--- config.mk ---
export PLATFORM = sky130hd
export DESIGN_NAME = multicycle_seq_flat
export DESIGN_NICKNAME = d
export VERILOG_FILES = /design/src/rtl/cpu_ctrl_pkg.sv /design/src/rtl/multicycle_seq_if.sv /design/src/rtl/alu_decode.sv /design/src/rtl/multicycle_seq.sv /design/src/flat_wrapper.sv
export SDC_FILE = /design/constraint.sdc
export NUM_CORES = 1
export LEC_CHECK = 0
export CAP_MARGIN = 20
export CELL_PAD_IN_SITES_DETAIL_PLACEMENT = 0
export CELL_PAD_IN_SITES_GLOBAL_PLACEMENT = 1
export CORE_MARGIN = 1.5
export CORE_UTILIZATION = 42
export CTS_CLUSTER_SIZE = 30
export DETAILED_ROUTE_END_ITERATION = 7
export HOLD_SLACK_MARGIN = 0.05
export PLACE_DENSITY_LB_ADDON = 0.1
export SLEW_MARGIN = 10
export SYNTH_ARGS = -nofsm -noshare
export SYNTH_HDL_FRONTEND = slang
export SYNTH_SLANG_ARGS = --single-unit
export TNS_END_PERCENT = 50
--- constraint.sdc ---
create_clock -name clk -period 4 [get_ports clk]
set_input_delay 0.4 -clock clk [delete_from_list [all_inputs] [get_ports clk]]
set_output_delay 0.4 -clock clk [all_outputs]
set_load 0.01 [all_outputs]
--- src/rtl/cpu_ctrl_pkg.sv ---
// rtl/cpu_ctrl_pkg.sv - shared types and encodings for the multi-cycle control sequencer
package cpu_ctrl_pkg;

    typedef enum logic [2:0] {
        ST_FETCH,
        ST_DECODE,
        ST_EXEC,
        ST_MEM,
        ST_WB,
        ST_TRAP
    } state_t;

    localparam logic [6:0] OP_R      = 7'b0110011;
    localparam logic [6:0] OP_IALU   = 7'b0010011;
    localparam logic [6:0] OP_LOAD   = 7'b0000011;
    localparam logic [6:0] OP_STORE  = 7'b0100011;
    localparam logic [6:0] OP_BRANCH = 7'b1100011;

    localparam logic [3:0] ALU_ADD  = 4'b0000;
    localparam logic [3:0] ALU_SUB  = 4'b0001;
    localparam logic [3:0] ALU_AND  = 4'b0010;
    localparam logic [3:0] ALU_OR   = 4'b0011;
    localparam logic [3:0] ALU_XOR  = 4'b0100;
    localparam logic [3:0] ALU_SLL  = 4'b0101;
    localparam logic [3:0] ALU_SRL  = 4'b0110;
    localparam logic [3:0] ALU_SRA  = 4'b0111;
    localparam logic [3:0] ALU_SLT  = 4'b1000;
    localparam logic [3:0] ALU_SLTU = 4'b1001;

    localparam logic [1:0] IMM_I = 2'b00;
    localparam logic [1:0] IMM_S = 2'b01;
    localparam logic [1:0] IMM_B = 2'b10;
    localparam logic [1:0] IMM_U = 2'b11;

    localparam int STATUS_Z = 0;
    localparam int STATUS_N = 1;
    localparam int STATUS_C = 2;
    localparam int STATUS_V = 3;

    // funct7[5] selects SUB only for register ops; for immediates it only matters on shifts
    function automatic logic [3:0] funct3_aluop(input logic [2:0] f3, input logic f7_5,
                                                input logic is_r);
        logic [3:0] op;
        op = ALU_ADD;
        case (f3)
            3'b000: op = (is_r && f7_5) ? ALU_SUB : ALU_ADD;
            3'b001: op = ALU_SLL;
            3'b010: op = ALU_SLT;
            3'b011: op = ALU_SLTU;
            3'b100: op = ALU_XOR;
            3'b101: op = f7_5 ? ALU_SRA : ALU_SRL;
            3'b110: op = ALU_OR;
            3'b111: op = ALU_AND;
            default: op = ALU_ADD;
        endcase
        return op;
    endfunction

endpackage

--- src/rtl/multicycle_seq_if.sv ---
// rtl/multicycle_seq_if.sv - request/ready handshake between sequencer and memory
interface multicycle_seq_if;
    logic mem_req;
    logic memrw;
    logic mem_ready;

    modport master (output mem_req, output memrw, input mem_ready);
    modport slave  (input mem_req, input memrw, output mem_ready);
endinterface

--- src/rtl/alu_decode.sv ---
// rtl/alu_decode.sv - opcode/funct decode into ALU controls and legality
module alu_decode
    import cpu_ctrl_pkg::*;
(
    input  logic [6:0] i_opcode,
    input  logic [2:0] i_funct3,
    input  logic       i_funct7_5,
    output logic [3:0] o_aluop,
    output logic       o_alusrc,
    output logic [1:0] o_immgen,
    output logic       o_illegal
);

    always_comb begin
        o_aluop   = ALU_ADD;
        o_alusrc  = 1'b0;
        o_immgen  = IMM_I;
        o_illegal = 1'b0;
        case (i_opcode)
            OP_R:      o_aluop = funct3_aluop(i_funct3, i_funct7_5, 1'b1);
            OP_IALU: begin
                o_aluop  = funct3_aluop(i_funct3, i_funct7_5, 1'b0);
                o_alusrc = 1'b1;
            end
            OP_LOAD:   o_alusrc = 1'b1;
            OP_STORE: begin
                o_alusrc = 1'b1;
                o_immgen = IMM_S;
            end
            OP_BRANCH: begin
                o_aluop  = ALU_SUB;
                o_immgen = IMM_B;
            end
            default:   o_illegal = 1'b1;
        endcase
    end

endmodule

--- src/rtl/multicycle_seq.sv ---
// rtl/multicycle_seq.sv - FETCH/DECODE/EXEC/MEM/WB sequencer driving datapath controls
module multicycle_seq
    import cpu_ctrl_pkg::*;
#(
    parameter int unsigned RETIRE_W    = 32,
    parameter int unsigned MEM_TIMEOUT = 255
) (
    input  logic                 clk,
    input  logic                 rst,
    input  logic [31:0]          instr,
    input  logic [4:0]           status,
    multicycle_seq_if.master     mem,
    output logic                 ir_we,
    output logic                 pc_we,
    output logic                 pcsrc,
    output logic                 alusrc,
    output logic [3:0]           aluop,
    output logic [1:0]           immgen_ctrl,
    output logic                 regrw,
    output logic                 wb,
    output logic                 trap,
    output logic [RETIRE_W-1:0]  retired
);

    state_t              r_state, w_state_nxt;
    logic [31:0]         r_wait;
    logic [RETIRE_W-1:0] r_retired;
    logic [3:0]          r_aluop;
    logic                r_alusrc;
    logic [1:0]          r_immgen;

    logic [3:0] w_dec_aluop;
    logic       w_dec_alusrc, w_dec_illegal;
    logic [1:0] w_dec_immgen;
    logic       w_is_load, w_is_store, w_is_branch, w_taken, w_timeout;
    logic       w_ir_we, w_pc_we, w_pcsrc, w_retire, w_mem_req, w_memrw, w_regrw, w_wb, w_trap;
    logic       w_hold;
    logic       w_unused;

    alu_decode u_alu_decode (
        .i_opcode   (instr[6:0]),
        .i_funct3   (instr[14:12]),
        .i_funct7_5 (instr[30]),
        .o_aluop    (w_dec_aluop),
        .o_alusrc   (w_dec_alusrc),
        .o_immgen   (w_dec_immgen),
        .o_illegal  (w_dec_illegal)
    );

    assign w_is_load   = (instr[6:0] == OP_LOAD);
    assign w_is_store  = (instr[6:0] == OP_STORE);
    assign w_is_branch = (instr[6:0] == OP_BRANCH);
    assign w_taken     = ((instr[14:12] == 3'b000) &&  status[STATUS_Z]) ||
                         ((instr[14:12] == 3'b001) && !status[STATUS_Z]);
    // r_wait counts completed wait cycles, so this is the MEM_TIMEOUT-th cycle without ready
    assign w_timeout   = (MEM_TIMEOUT != 0) && (r_wait == MEM_TIMEOUT - 1);
    assign w_unused    = &{1'b0, instr[31], instr[29:15], instr[11:7], status[4:1]};

    always_comb begin
        w_state_nxt = r_state;
        w_ir_we     = 1'b0;
        w_pc_we     = 1'b0;
        w_pcsrc     = 1'b0;
        w_retire    = 1'b0;
        w_mem_req   = 1'b0;
        w_memrw     = 1'b0;
        w_regrw     = 1'b0;
        w_wb        = 1'b0;
        w_trap      = 1'b0;
        case (r_state)
            ST_FETCH: begin
                w_mem_req = 1'b1;
                if (mem.mem_ready) begin
                    w_ir_we     = 1'b1;
                    w_state_nxt = ST_DECODE;
                end else if (w_timeout) begin
                    w_state_nxt = ST_TRAP;
                end
            end
            ST_DECODE: w_state_nxt = w_dec_illegal ? ST_TRAP : ST_EXEC;
            ST_EXEC: begin
                if (w_is_branch) begin
                    w_pc_we     = 1'b1;
                    w_pcsrc     = w_taken;
                    w_retire    = 1'b1;
                    w_state_nxt = ST_FETCH;
                end else if (w_is_load || w_is_store) begin
                    w_state_nxt = ST_MEM;
                end else begin
                    w_state_nxt = ST_WB;
                end
            end
            ST_MEM: begin
                w_mem_req = 1'b1;
                w_memrw   = w_is_store;
                if (mem.mem_ready) begin
                    if (w_is_store) begin
                        w_pc_we     = 1'b1;
                        w_retire    = 1'b1;
                        w_state_nxt = ST_FETCH;
                    end else begin
                        w_state_nxt = ST_WB;
                    end
                end else if (w_timeout) begin
                    w_state_nxt = ST_TRAP;
                end
            end
            ST_WB: begin
                w_regrw     = 1'b1;
                w_wb        = w_is_load;
                w_pc_we     = 1'b1;
                w_retire    = 1'b1;
                w_state_nxt = ST_FETCH;
            end
            ST_TRAP:  w_trap = 1'b1;
            default:  w_state_nxt = ST_FETCH;
        endcase
    end

    always_ff @(posedge clk or negedge rst) begin
        if (!rst) begin
            r_state   <= ST_FETCH;
            r_wait    <= '0;
            r_retired <= '0;
            r_aluop   <= ALU_ADD;
            r_alusrc  <= 1'b0;
            r_immgen  <= IMM_I;
        end else begin
            r_state <= w_state_nxt;
            r_wait  <= (w_state_nxt != r_state) ? 32'd0 : r_wait + 32'd1;
            if (w_retire)
                r_retired <= r_retired + 1'b1;
            if (r_state == ST_EXEC) begin
                r_aluop  <= w_dec_aluop;
                r_alusrc <= w_dec_alusrc;
                r_immgen <= w_dec_immgen;
            end
        end
    end

    assign w_hold = (r_state == ST_MEM) || (r_state == ST_WB);

    // Reset state is FETCH, so every decoded output is gated to keep it quiet while rst is low
    assign mem.mem_req = rst & w_mem_req;
    assign mem.memrw   = rst & w_memrw;
    assign ir_we       = rst & w_ir_we;
    assign pc_we       = rst & w_pc_we;
    assign pcsrc       = rst & w_pcsrc;
    assign regrw       = rst & w_regrw;
    assign wb          = rst & w_wb;
    assign trap        = rst & w_trap;
    assign aluop       = !rst ? 4'd0 : (r_state == ST_EXEC) ? w_dec_aluop  : w_hold ? r_aluop  : 4'd0;
    assign alusrc      = !rst ? 1'b0 : (r_state == ST_EXEC) ? w_dec_alusrc : w_hold ? r_alusrc : 1'b0;
    assign immgen_ctrl = !rst ? 2'd0 : (r_state == ST_EXEC) ? w_dec_immgen : w_hold ? r_immgen : 2'd0;
    assign retired     = r_retired;

endmodule

--- src/flat_wrapper.sv ---
// flat-port wrapper written by rule: the top's interface ports become plain ports
module multicycle_seq_flat import cpu_ctrl_pkg::*;
#(
    parameter int unsigned RETIRE_W    = 32,
    parameter int unsigned MEM_TIMEOUT = 255
)
  (clk, rst, instr, status, ir_we, pc_we, pcsrc, alusrc, aluop, immgen_ctrl, regrw, wb, trap, retired, mem_mem_req, mem_memrw, mem_mem_ready);
  multicycle_seq_if mem_i ();
  input  logic clk;
  input  logic rst;
  input  logic [31:0] instr;
  input  logic [4:0] status;
  output logic ir_we;
  output logic pc_we;
  output logic pcsrc;
  output logic alusrc;
  output logic [3:0] aluop;
  output logic [1:0] immgen_ctrl;
  output logic regrw;
  output logic wb;
  output logic trap;
  output logic [RETIRE_W-1:0] retired;
  output wire logic [$bits(mem_i.mem_req)-1:0] mem_mem_req;
  output wire logic [$bits(mem_i.memrw)-1:0] mem_memrw;
  input wire logic [$bits(mem_i.mem_ready)-1:0] mem_mem_ready;
  assign mem_mem_req = mem_i.mem_req;
  assign mem_memrw = mem_i.memrw;
  assign mem_i.mem_ready = mem_mem_ready;
  multicycle_seq #(.RETIRE_W(RETIRE_W), .MEM_TIMEOUT(MEM_TIMEOUT)) u_core (.clk(clk), .rst(rst), .instr(instr), .status(status), .mem(mem_i), .ir_we(ir_we), .pc_we(pc_we), .pcsrc(pcsrc), .alusrc(alusrc), .aluop(aluop), .immgen_ctrl(immgen_ctrl), .regrw(regrw), .wb(wb), .trap(trap), .retired(retired));
endmodule
==> impl_metrics.py, run 1 <==
metrics = {
    "run_status": {
        "outcome": "complete, no violations",
    },
    "yosys": {
        "synth.avg_cell_area_sq_um": 9.53,
        "ys_seq_area_share_pct": 43.5,
        "yosysTopAreaCellShare_pct": 43.5,
        "synth_seq_cells": 74,
        "synth_top_area_cell": "dfrtp_1",
        "synth_edf_count": 0,
        "ys_types": 55,
        "synthTopCellsByArea": "dfrtp_1, xnor2_1, a211oi_1, nand2_1, nand3_1",
        "async_flop_share_pct": 100,
        "synth_ff_type": "dfrtp_1",
        "syn_inst": 447,
        "ys_warn_count": 0,
        "synth_nets": 490,
        "syn_area_sq_um": 4260,
    },
    "worst_setup_path": {
        "reg2reg_from": "u_core.r_wait[17]",
        "cp_top_family": "buffers and inverters",
        "critPathMaxFanout": 29,
        "path_buf_inv": 4,
        "worstPathRequired_ns": 3.60,
        "start_kind": "input port",
        "path_cells": "dlygate4sd3_1 > buf_4 > clkinv_1 > or4_1 > nor2_1 > clkdlybuf4s50_1",
        "crit_arrival_ns": 2.92,
        "critPathLaunch": "rst",
        "worst_setup_path_end_kind": "primary output",
        "cp_slowest_cell": "or4_1",
        "crit_type": "in2out",
        "slowest_delay_ns": 0.58,
    },
    "drt": {
        "first_iter_violations": 206,
        "dr.pass1.iters": 4,
        "vias": 3507,
        "routedWlPerCell_um": 15.7,
        "post_drt_via_cell_ratio": 5.46,
        "ant_nets": 0,
        "drc_errors": 0,
        "totalWireLength_mm": 10.1,
    },
    "floorplan": {
        "coreArea_sq_um": 9820,
        "rows": 36,
        "die-area_sq_um": 10800,
        "die_x_um": 104,
        "die_y_um": 104,
        "io_pins": 87,
        "initial_core_util_pct": 43.4,
    },
    "timing": {
        "slew_headroom_pct": 28.3,
        "clock.fmax_mhz": 301,
        "setup_tns_ns": 0,
        "clock_skew_ns": 0.00714,
        "final.min_clock_period_ns": 3.32,
        "slew_viol_final": 0,
        "hold_viol": 0,
        "grt_setup_unrepaired": "no",
        "post-route-period-util_pct": 83.0,
        "tightest_slew_ns": 1.07,
        "setup_viol": 0,
    },
    "grt": {
        "grt_max_degree": 51,
        "grt_pass1_vias": 3419,
        "grt_first_pass_wirelength_mm": 17.1,
        "grt.total_usage_pct": 19.4,
        "gr-total-overflow": 0,
        "antenna_found_initial": 0,
    },
    "power": {
        "power.leakage_nw": 1.99,
        "power.switching_mw": 0.530,
        "p_int_mw": 1.32,
        "ir_worst_vdd_uv": 193,
        "power_density_nw_per_um2": 356,
        "pwr-share-seq_pct": 46.3,
        "swShare_pct": 28.6,
        "pwr-share-clk_pct": 35.0,
        "power_mw": 1.85,
        "p_comb_share_pct": 18.7,
    },
    "min_path": {
        "hold_path.class": "reg2reg",
        "hp-start": "u_core.r_immgen[1]",
    },
    "placed_design": {
        "io_buffers": 61,
        "hpwl_mm": 6.79,
        "placed_cells": 625,
        "gp_congestion": 0.801,
    },
    "final_layout": {
        "final_nets": 547,
        "most-common-layout-cells": "dfrtp_1, clkdlybuf4s50_1, xnor2_1",
        "final_common_cell": "dfrtp_1",
        "finalNonFillerCells": 642,
        "areaGrowthSynthToFinish_pct": 22.2,
        "n_antenna_cell": 0,
        "drive_above_1_share_pct": 8.64,
    },
    "clock_network": {
        "htreeDepth": 3,
        "cts_buffer_depth": 2,
        "clkTransAtPathRegs_ns": 0.08,
        "root_buffer": "clkbuf_8",
        "cts_tree": "done",
        "clk-insertion-delay-late_ns": 0.35,
        "cts_setup_buffers": 0,
        "numCtsBuffers": 9,
        "clkSinkCount": 74,
    },
    "job": {
        "cap_violations": 0,
    },
}
## synthesized netlist by cell type (3+ instances only)
cell,n
xnor2_1,54
and4_1,12
ha_1,3
nand2b_1,7
a21oi_1,11
a22oi_1,3
nand3b_1,5
clkbuf_1,20
nand4_1,19
a211oi_1,33
or3b_2,3
and3_1,7
nor2b_1,3
and4_2,3
and2_1,4
xor2_1,8
inv_1,11
nand2_1,45
nand3_1,31
nor2_1,23
nor3_1,15
dfrtp_1,74
clkbuf_8,3
nor4_1,9
o21ai_0,4
## logic make-up (layout without fill, tap and decap cells)
group / after synthesis / after routing / synth area share, %
simple gates: 202 / 202 / 27.0
mux: 1 / 1 / 0.264
xor+xnor: 62 / 62 / 12.8
buf+inv: 37 / 99 / 4.08
compound gates: 68 / 68 / 11.5
flops: 74 / 74 / 43.5
fa+ha+maj: 3 / 3 / 0.882
## sequential cells by signal (all words and copies together) (netlist names)
| name | cells |
|---|---|
| u_core.r_state | 3 |
| u_core.r_aluop | 4 |
| u_core.retired | 32 |
| u_core.r_immgen | 2 |
| u_core.r_alusrc | 1 |
| u_core.r_wait | 32 |
## layer usage
metal / vias to the layer above / global-route usage [%] / routed length, um
met4: 0 / 6.25 / 96
met1: 1706 / 26.7 / 5050
met3: 10 / 4.03 / 348
met5: - / 0 / 0
li1: 1737 / - / -
met2: 54 / 30.7 / 4590
## worst register-to-register path, stage by stage (launching register included)
cell	delay [ns]
dfrtp_1	0.44
nor4_1	0.36
and4_1	0.33
a21oi_1	0.11
nor3b_2	0.86
buf_4	0.39
a211oi_1	0.08
## per-stage QoR
stage               instance area [sq um]  utilization, %  hold WS [ns]  setup slack [ns]
floorplan                            4260               -         0.104              1.54
global placement                     4980            50.7         0.353             0.721
detailed placement                   4980            50.7         0.355             0.721
CTS                                  5200            53.0         0.476             0.612
global route                         5200            53.0         0.511             0.466
finish                               5200            53.0         0.471             0.680
## final cells by class
type                    count  area (sq um)
multi-input cells         336          2240
flip-flops and latches     74          1850
clock inverters             5          77.6
repair buffers             71           686
well taps                 133           166
fillers                   936          4610
clock buffers              11           141
inverters                  12          45.0
## timing repair
item | CTS | global route
resized for setup | 0 | 0
hold buffers | 1 | 0
hold endpoints to repair | 25 | 0
## path summary, 6_finish.rpt
kind | endpoint | slack, ns | cells past startpoint
max reg2reg | u_core.r_wait[6] | 1.28 | 6
min reg2reg | u_core.r_immgen[1] | 0.47 | 2
min in group asynchronous | u_core.r_wait[29] | 0.52 | 2
min | u_core.r_immgen[1] | 0.47 | 2
max | pcsrc | 0.68 | 6
max in group asynchronous | u_core.retired[19] | 2.50 | 3
## power groups by stage
stage	sequential (mW)	combinational (mW)	clock, mW
2_1_floorplan	0.870	0.202	0
3_3_place_gp	0.870	0.347	0
3_5_place_dp	0.872	0.349	0
4_1_cts	0.858	0.352	0.662
5_1_grt	0.866	0.388	0.699
6_report	0.858	0.347	0.648
Note: power is estimated with default switching activity, not from simulation.
==> run 2, diff against run 1 <==
--- a/config.mk
+++ b/config.mk
@@ -9,7 +9,7 @@
 export CELL_PAD_IN_SITES_DETAIL_PLACEMENT = 0
 export CELL_PAD_IN_SITES_GLOBAL_PLACEMENT = 1
 export CORE_MARGIN = 1.5
-export CORE_UTILIZATION = 42
+export CORE_UTILIZATION = 39
 export CTS_CLUSTER_SIZE = 30
 export DETAILED_ROUTE_END_ITERATION = 7
 export HOLD_SLACK_MARGIN = 0.05
==> constraint.sdc (replaced) <==
create_clock -name clk -period 3.43 [get_ports clk]
set_input_delay 0.343 -clock clk [delete_from_list [all_inputs] [get_ports clk]]
set_output_delay 0.343 -clock clk [all_outputs]
set_load 0.01 [all_outputs]
==> run 2 against run 1 <==
  * Count of clock-buffer cells in the layout down 2
  * Critical path depth unchanged
  * Routed wire length up 1.5%
  * Register-to-register slack lost 0.23 ns
  * Worst setup slack worse by 0.26 ns
  * Flip-flop and latch count stayed put
  * Global-route usage down 0.074 points
  * Sequential share of layout area is 0.20 points lower
  * Clock skew up 0.011 ns
  * Clock power grew 7.9%
  * Non-clock buffer count up 6
  * Largest cell class unchanged
  * Largest power group unchanged
==> impl_metrics.py, run 2 (same netlist as run 1, synthesis figures left out) <==
metrics = {
    "clock_network": {
        "clkSinkCount": 74,
        "root_buffer": "clkbuf_8",
        "ctsResizeCount": 0,
        "cts_tree": "done",
        "htreeDepth": 3,
        "numCtsBuffers": 9,
        "clkTransAtPathRegs_ns": 0.09,
        "cts_setup_buffers": 0,
        "cts_buffer_depth": 2,
        "clk-insertion-delay-late_ns": 0.36,
    },
    "worst_setup_path": {
        "crit_arrival_ns": 2.67,
        "crit_type": "reg2out",
        "worst_setup_path_end_kind": "primary output",
        "start_kind": "flop",
        "critPathMaxFanout": 11,
        "reg2reg_depth": 5,
        "worstPathRequired_ns": 3.09,
    },
    "grt": {
        "gr-total-overflow": 0,
        "grt_max_degree": 47,
        "grt_first_pass_wirelength_mm": 17.6,
        "grt.total_usage_pct": 19.3,
        "grt_pass1_vias": 3500,
        "antenna_found_initial": 0,
    },
    "drt": {
        "vias": 3556,
        "totalWireLength_mm": 10.2,
        "wl_met1_mm": 5.10,
        "drc_errors": 0,
        "routedWlPerCell_um": 15.7,
        "dr.pass1.iters": 4,
        "wl_met3_um": 416,
        "first_iter_violations": 157,
        "maxUsedRoutingLayer": "met4",
        "ant_nets": 0,
        "post_drt_via_cell_ratio": 5.46,
        "wl_met2_mm": 4.63,
    },
    "power": {
        "power.leakage_nw": 2.00,
        "ir_worst_vdd_uv": 248,
        "power_mw": 2.11,
        "power_density_nw_per_um2": 403,
    },
    "floorplan": {
        "rows": 37,
        "io_pins": 87,
        "die_y_um": 107,
        "coreArea_sq_um": 10500,
        "die-area_sq_um": 11600,
        "initial_core_util_pct": 40.7,
        "die_x_um": 107,
    },
    "timing": {
        "tightest_slew_ns": 0.755,
        "slew_headroom_pct": 49.2,
        "clock_skew_ns": 0.0186,
        "slew_viol_final": 0,
        "post-route-period-util_pct": 87.7,
        "setup_tns_ns": 0,
        "whs_ns": 0.341,
        "hold_viol": 0,
        "setup_viol": 0,
        "final.min_clock_period_ns": 3.01,
        "grt_setup_unrepaired": "no",
        "clock.fmax_mhz": 332,
    },
    "final_layout": {
        "fin_util_pct": 50.0,
        "areaGrowthSynthToFinish_pct": 22.9,
        "most-common-layout-cells": "dfrtp_1, clkdlybuf4s50_1, xnor2_1",
        "drive_above_1_share_pct": 9.90,
        "n_antenna_cell": 0,
        "final_common_cell": "dfrtp_1",
        "final_nets": 553,
    },
    "job": {
        "cap_violations": 0,
    },
    "placed_design": {
        "io_buffers": 61,
        "hpwl_mm": 6.98,
        "gp_congestion": 0.803,
    },
    "min_path": {
        "hold_path.class": "in2async",
    },
    "run_status": {
        "outcome": "complete, no violations",
    },
}
==> run 2: area by class of cell <==
type	instances	area (sq um)
repair buffers	77	731
clock buffers	9	124
flip-flops and latches	74	1850
multi-input cells	336	2240
well taps	136	170
clock inverters	7	75.1
inverters	12	45.0
fillers	1006	5230
==> run 2: repair_timing <==
item	CTS	global route
endpoints found under the setup margin	0	0
hold buffers	1	0
hold endpoints to repair	3	0
==> run 2: metrics by stage <==
stage,area [sq um],setup slack [ns],instances
3_5_place_dp,5020,0.456,634
5_1_grt,5230,0.220,651
2_1_floorplan,4260,1.03,447
4_1_cts,5230,0.393,651
6_report,5230,0.420,651
3_3_place_gp,5020,0.429,634
==> run 2: power breakdown <==
part / total (mW) / switching (mW) / internal (mW)
clock: 0.699 / 0.359 / 0.340
combinational: 0.410 / 0.222 / 0.188
sequential: 1.00 / 0.0734 / 0.929
==> run 2: path summary, 6_finish.rpt <==
check                                     end                from  slack, ns
min in group clk           u_core.r_immgen[1]  u_core.r_immgen[1]       0.48
hold reg to reg            u_core.r_immgen[1]  u_core.r_immgen[1]       0.48
max in group asynchronous   u_core.retired[0]                 rst       2.30
setup reg to reg            u_core.r_wait[31]    u_core.r_wait[4]       1.05
setup / recovery                     aluop[0]   u_core.r_state[0]       0.42
hold / removal                u_core.r_alusrc                 rst       0.34
==> run 2: critical path: stages, from the launching register on <==
cell and delay, ns:
dfrtp_1 0.39, or3b_2 0.59, nor3_1 0.24, and2_1 0.22
o21ai_0 0.13, a31oi_1 0.17, clkdlybuf4s50_1 0.57
==> run 2: routing by layer <==
metal  GRT usage (%)  vias up
met5               0        -
met1            27.1     1732
met3            4.54        6
li1                -     1752
met2            29.9       66
met4            5.45        0
==> run 3, diff against run 2 <==
--- a/config.mk
+++ b/config.mk
@@ -5,6 +5,7 @@
 export SDC_FILE = /design/constraint.sdc
 export NUM_CORES = 1
 export LEC_CHECK = 0
+export ABC_CLOCK_PERIOD_IN_PS = 3430
 export CAP_MARGIN = 20
 export CELL_PAD_IN_SITES_DETAIL_PLACEMENT = 0
 export CELL_PAD_IN_SITES_GLOBAL_PLACEMENT = 1
==> results of run 3 <==
The final DEF is identical to that of run 2; final timing and power are the same.
